$ cat src/rtl/bus_check_monitor.sv
// rtl/bus_check_monitor.sv - programmable address/data bus check monitor with pass/fail/timeout verdict
module bus_check_monitor #(
    parameter int ADDR_W     = 16,
    parameter int DATA_W     = 8,
    parameter int NCHK       = 4,
    parameter int TO_W       = 20,
    parameter int EARLY_PASS = 0,
    localparam int IDX_W     = (NCHK > 1) ? $clog2(NCHK) : 1
) (
    input  logic              ph2,
    input  logic              reset,
    input  logic              cfg_we,
    input  logic [IDX_W-1:0]  cfg_idx,
    input  logic              cfg_en,
    input  logic [ADDR_W-1:0] cfg_addr,
    input  logic [DATA_W-1:0] cfg_data,
    input  logic [TO_W-1:0]   timeout_limit,
    input  logic              start,
    input  logic              halt,
    input  logic              bus_valid,
    input  logic              bus_we,
    input  logic [ADDR_W-1:0] bus_addr,
    input  logic [DATA_W-1:0] bus_data,
    output logic              busy,
    output logic              done,
    output logic              pass,
    output logic              timed_out,
    output logic [IDX_W-1:0]  fail_idx,
    output logic [NCHK-1:0]   sat_vec,
    output logic [TO_W-1:0]   cycle_count
);

    typedef enum logic [1:0] {S_IDLE, S_RUN, S_DONE} state_t;

    state_t state_q, state_d;

    logic [NCHK-1:0]              en_q, en_d, seen_q, seen_d;
    logic [NCHK-1:0][ADDR_W-1:0]  addr_q, addr_d;
    logic [NCHK-1:0][DATA_W-1:0]  exp_q, exp_d, last_q, last_d;

    logic              pass_q, timed_out_q;
    logic [IDX_W-1:0]  fail_idx_q;
    logic [TO_W-1:0]   cycle_count_q;

    logic [NCHK-1:0]   sat_now;
    logic              any_en, all_sat, to_hit;
    logic [IDX_W-1:0]  first_fail;
    logic              finish, pass_v, to_v;
    logic [IDX_W-1:0]  idx_v;

    // Entry update: config writes outside RUN, bus snooping inside RUN.
    always_comb begin
        en_d   = en_q;
        addr_d = addr_q;
        exp_d  = exp_q;
        seen_d = seen_q;
        last_d = last_q;
        for (int i = 0; i < NCHK; i++) begin
            if (state_q == S_RUN) begin
                if (bus_valid && bus_we && en_q[i] && (addr_q[i] == bus_addr)) begin
                    seen_d[i] = 1'b1;
                    last_d[i] = bus_data;
                end
            end else begin
                if (cfg_we && (cfg_idx == IDX_W'(i))) begin
                    en_d[i]   = cfg_en;
                    addr_d[i] = cfg_addr;
                    exp_d[i]  = cfg_data;
                end
                if (start) begin
                    seen_d[i] = 1'b0;
                    last_d[i] = '0;
                end
            end
        end
    end

    // Verdict sees this cycle's write so a write coinciding with halt counts.
    always_comb begin
        sat_now    = '0;
        first_fail = '0;
        for (int i = 0; i < NCHK; i++)
            sat_now[i] = en_q[i] & seen_d[i] & (last_d[i] == exp_q[i]);
        for (int i = NCHK - 1; i >= 0; i--)
            if (en_q[i] && !sat_now[i])
                first_fail = IDX_W'(i);
        any_en  = |en_q;
        all_sat = any_en && (&(sat_now | ~en_q));
        to_hit  = (timeout_limit != '0) && (cycle_count_q == timeout_limit - TO_W'(1));
    end

    always_comb begin
        finish = 1'b0;
        pass_v = 1'b0;
        to_v   = 1'b0;
        idx_v  = '0;
        if (state_q == S_RUN) begin
            if (halt) begin
                finish = 1'b1;
                pass_v = all_sat;
            end else if ((EARLY_PASS != 0) && all_sat) begin
                finish = 1'b1;
                pass_v = 1'b1;
            end else if (to_hit) begin
                finish = 1'b1;
                to_v   = 1'b1;
            end
            idx_v = pass_v ? '0 : first_fail;
        end
    end

    always_ff @(posedge ph2 or posedge reset) begin
        if (reset) begin
            state_q <= S_IDLE;
        end else begin
            state_q <= state_d;
        end
    end

    always_comb begin
        state_d = state_q;
        case (state_q)
            S_IDLE:  if (start)  state_d = S_RUN;
            S_RUN:   if (finish) state_d = S_DONE;
            S_DONE:  if (start)  state_d = S_RUN;
            default: state_d = S_IDLE;
        endcase
    end

    always_comb begin
        busy = (state_q == S_RUN);
        done = (state_q == S_DONE);
    end

    always_ff @(posedge ph2 or posedge reset) begin
        if (reset) begin
            en_q   <= '0;
            addr_q <= '0;
            exp_q  <= '0;
            seen_q <= '0;
            last_q <= '0;
        end else begin
            en_q   <= en_d;
            addr_q <= addr_d;
            exp_q  <= exp_d;
            seen_q <= seen_d;
            last_q <= last_d;
        end
    end

    // The finishing edge does not advance the counter.
    always_ff @(posedge ph2 or posedge reset) begin
        if (reset) begin
            pass_q        <= 1'b0;
            timed_out_q   <= 1'b0;
            fail_idx_q    <= '0;
            cycle_count_q <= '0;
        end else if ((state_q != S_RUN) && start) begin
            pass_q        <= 1'b0;
            timed_out_q   <= 1'b0;
            fail_idx_q    <= '0;
            cycle_count_q <= '0;
        end else if (finish) begin
            pass_q        <= pass_v;
            timed_out_q   <= to_v;
            fail_idx_q    <= idx_v;
        end else if ((state_q == S_RUN) && (cycle_count_q != '1)) begin
            cycle_count_q <= cycle_count_q + TO_W'(1);
        end
    end

    always_comb begin
        pass        = pass_q;
        timed_out   = timed_out_q;
        fail_idx    = fail_idx_q;
        cycle_count = cycle_count_q;
        for (int i = 0; i < NCHK; i++)
            sat_vec[i] = en_q[i] & seen_q[i] & (last_q[i] == exp_q[i]);
    end

endmodule

$ cat config.mk
export PLATFORM = sky130hd
export DESIGN_NAME = bus_check_monitor
export DESIGN_NICKNAME = d
export VERILOG_FILES = /design/src/rtl/bus_check_monitor.sv
export SDC_FILE = /design/constraint.sdc
export NUM_CORES = 1
export LEC_CHECK = 0
export CAP_MARGIN = 10
export CORE_MARGIN = 4
export CORE_UTILIZATION = 40
export DETAILED_ROUTE_END_ITERATION = 12
export GPL_ROUTABILITY_DRIVEN = 1
export PLACE_DENSITY = 0.61
export SETUP_SLACK_MARGIN = 0.5
export SYNTH_ARGS = -nofsm -noshare
export SYNTH_HDL_FRONTEND = slang
export SYNTH_SLANG_ARGS = --single-unit
$ cat constraint.sdc
create_clock -name ph2 -period 15.23 [get_ports ph2]
set_input_delay 4.569 -clock ph2 [delete_from_list [all_inputs] [get_ports ph2]]
set_output_delay 4.569 -clock ph2 [all_outputs]
set_load 0.05 [all_outputs]
==> impl_results.rst <==
.. list-table::
   :header-rows: 1

   * - Metric
     - Value
   * - TNS Setup
     - 0 ns
   * - Critical path fanouts, max
     - 8
   * - Kind of launch point of the worst setup path
     - input pin
   * - Type of destination of the critical path
     - register
   * - Final core area utilization
     - 49.77%
   * - Most used flip-flop cell after synthesis
     - sky130_fd_sc_hd__dfrtp_1
   * - Unrepaired setup endpoints after global routing
     - no
   * - Synthesized Nets
     - 922
   * - Post-detailed-route wirelength per cell
     - 19.26 um
   * - Number of DRC violations after detailed-routing iteration 0
     - 422
   * - Die extent in x
     - 158.1 um
   * - Cell Rows
     - 54
   * - Count of nets left with antenna violations after detail routing
     - 0
   * - Fraction of post-synthesis cell area in the top cell type by area
     - 45.01%
   * - Leading cell types by total area after synthesis
     - sky130_fd_sc_hd__dfrtp_1, sky130_fd_sc_hd__mux2_2, sky130_fd_sc_hd__xnor2_1
   * - Number of warnings reported in the yosys synthesis log
     - 0
   * - Post-synthesis cell type with the largest combined area
     - sky130_fd_sc_hd__dfrtp_1
   * - Vias in the first global route
     - 6719
   * - Result of the run
     - finished, final reports clean
   * - Tot GR Track Use
     - 19.63%
   * - Wire length of the first global-routing pass
     - 37.87 mm
   * - Vias/cell
     - 5.410
   * - Input/output buffers
     - 107
   * - CP arrival
     - 8.43 ns
   * - Cts hold-fix bufs
     - 0
   * - Drc violations
     - 0
   * - Inserted Clock Buffers
     - 17
   * - Global route total overflow
     - 0
   * - First drt pass iteration count
     - 5
   * - Placed Instance Area
     - 0.01037 mm2
   * - Via total after detailed routing
     - 6703
   * - Total Wirelength
     - 23.87 mm
   * - HPWL after detailed placement
     - 17.69 mm
   * - Vertical die dimension
     - 158.1 um
   * - Worst slew pin tran
     - 0.9792 ns
   * - Final Skew
     - 0.007047 ns
   * - Clock slew at reported path FFs
     - 0.06 ns
   * - Final weighted congestion of routability-driven global placement
     - 0.8546
   * - Clock net sink count
     - 162
   * - Final non-filler cell area
     - 0.01093 mm2
   * - Leakage dissipation
     - 4.425 nW
   * - Share of the yosys chip area belonging to registers
     - 45.01%
   * - Largest net degree at the start of global routing
     - 88
   * - Die Footprint
     - 0.02498 mm2
   * - Total count of max-transition violations in the final report
     - 0
   * - Maxcap violations
     - 0
   * - Bufs on Longest Clock Path
     - 2
   * - Floorplan Core Area
     - 0.02196 mm2
   * - Starting utilization of the core area
     - 41.01%
   * - Master cell of the clock root buffer
     - sky130_fd_sc_hd__clkbuf_16
   * - Period utilization
     - 53.23%
   * - Netlist area before placement
     - 0.009006 mm2
   * - Initial antenna violation count
     - 1
   * - H-tree level count
     - 4
   * - Final net count
     - 1027
   * - Syn_area_per_cell
     - 10.71 um2
   * - Quantity of gates resized following cts
     - 0
   * - Share of layout cells above drive strength 1
     - 17.00%
   * - Ratio of total power to cell area
     - 126.7 mW/mm2
   * - Most frequent standard cell in the layout excluding fill and tap cells
     - sky130_fd_sc_hd__dfrtp_1
   * - Number of instances in the synthesized netlist
     - 841
   * - Most frequent cells in the layout
     - sky130_fd_sc_hd__dfrtp_1, sky130_fd_sc_hd__clkdlybuf4s50_1, sky130_fd_sc_hd__mux2_2
   * - Clock network latency to the later pin of the worst-skew pair
     - 0.43 ns
   * - ANT cells
     - 0
   * - WP data required
     - 15.55 ns
   * - Ports
     - 108
   * - Hold Vio Cnt, Final
     - 0
   * - Number of enable flip-flop cells after synthesis
     - 0
   * - Time the worst path needs with I/O delays and setup
     - 8.106 ns
   * - Setup-violating endpoint count in the final report
     - 0
   * - Count of buffers added by post-CTS timing repair for setup
     - 0
   * - Highest Clock Rate
     - 0.1234 GHz
   * - TritonCTS clock tree
     - done
   * - Startpoint-to-endpoint class of the critical path
     - in2reg
   * - Area delta synth->final
     - 21.35%
   * - Async set or reset register ratio after synthesis
     - 100.0%
   * - Register bit total from synthesis
     - 162
   * - Hold/Removal Path Class
     - reg2reg
   * - Worst IR drop on VDD
     - 0.00008767 V
   * - Worst rel slew slack
     - 34.72%
   * - Unique masters post-synth
     - 74
==> through the flow <==
step	hold WS, ns	worst slack (ns)	cells	total power (W)
after CTS	0.4870	7.144	1239	0.001393
after detailed placement	0.4784	6.708	1207	0.0009804
after global placement	0.4673	6.695	1207	0.0009739
after floorplan	0.4466	6.284	841	0.0008569
final	0.4911	7.124	1239	0.001384
after global routing	0.5036	6.927	1239	0.001456
==> report_power, final <==
group          switching, W  leakage [nW]  internal [W]
clock              0.000185         0.254      0.000226
combinational      0.000168          2.12      0.000186
sequential        0.0000923          2.05      0.000526
==> kinds of logic (layout without fill, tap and decap cells) <==
group / Yosys count / count (layout) / share of synthesized area (%)
mux: 109 / 109 / 13.52
simple gates: 257 / 257 / 16.12
xor+xnor: 151 / 151 / 14.68
buf+inv: 53 / 171 / 2.403
fa+ha+maj: 3 / 3 / 0.4168
compound gates: 106 / 106 / 7.850
flops: 162 / 162 / 45.01
==> sequential cells by signal (all words and copies together), names as in the netlist <==
register	count
addr_q	64
seen_q	4
cycle_count	20
en_q	4
pass	1
fail_idx	2
state_q	2
timed_out	1
last_q	32
exp_q	32
==> cell usage after synthesis (all sizes together) (5+ instances only) <==
master  instances
nand2          56
mux2i           8
xor2           55
clkbuf         22
and3            9
nor4           24
nand4          22
nor3           24
a21boi          7
xnor2          96
dfrtp         162
a21oi          16
inv            24
nand3          34
buf             6
nor2           43
o21ai          35
or4             6
mux2          101
and4            6
o41ai           6
and2            6
o22ai           5
==> final cells by class <==
class                   count  area (um2)
well taps                 280       350.3
fillers                  1968       11030
flip-flops and latches    162        4054
repair buffers            114        1124
multi-input cells         626        4741
clock inverters            15       136.4
inverters                  25       98.84
clock buffers              17       425.4
==> path summary, 6_finish.rpt <==
kind,from,endpoint,slack [ns],cells past startpoint
max,timeout_limit[0],cycle_count[15]$_DFFE_PP0P_,7.12,13
min,state_q[0]$_DFFE_PP0P_,state_q[0]$_DFFE_PP0P_,0.49,1
max reg2reg,state_q[0]$_DFFE_PP0P_,pass$_DFFE_PP0P_,11.00,9
min reg2reg,state_q[0]$_DFFE_PP0P_,state_q[0]$_DFFE_PP0P_,0.49,1
max in group asynchronous,reset,last_q[13]$_DFF_PP0_,9.11,3
min in group asynchronous,reset,cycle_count[4]$_DFFE_PP0P_,4.66,2
==> worst max-delay path: stages <==
cell and delay, ns:
sky130_fd_sc_hd__clkdlybuf4s50_1 0.48, sky130_fd_sc_hd__inv_1 0.11, sky130_fd_sc_hd__ha_1 0.27, sky130_fd_sc_hd__or3b_2 0.56
sky130_fd_sc_hd__or4b_1 0.57, sky130_fd_sc_hd__nand2_1 0.12, sky130_fd_sc_hd__a21oi_1 0.07, sky130_fd_sc_hd__o22ai_2 0.24
sky130_fd_sc_hd__nor4_4 0.11, sky130_fd_sc_hd__or4_1 0.72, sky130_fd_sc_hd__nor3_2 0.29, sky130_fd_sc_hd__a21boi_0 0.12
sky130_fd_sc_hd__o21a_1 0.19
==> metal layers <==
metal  up-vias  global-route usage (%)  wire, um
li1       3211                       -         -
met1      3293                   28.27     11580
met2       165                   30.40     10720
met4         2                   5.686       408
met5         -                       0        12
met3        32                   3.636      1144
No activity file was read; power rests on OpenSTA's default activity.
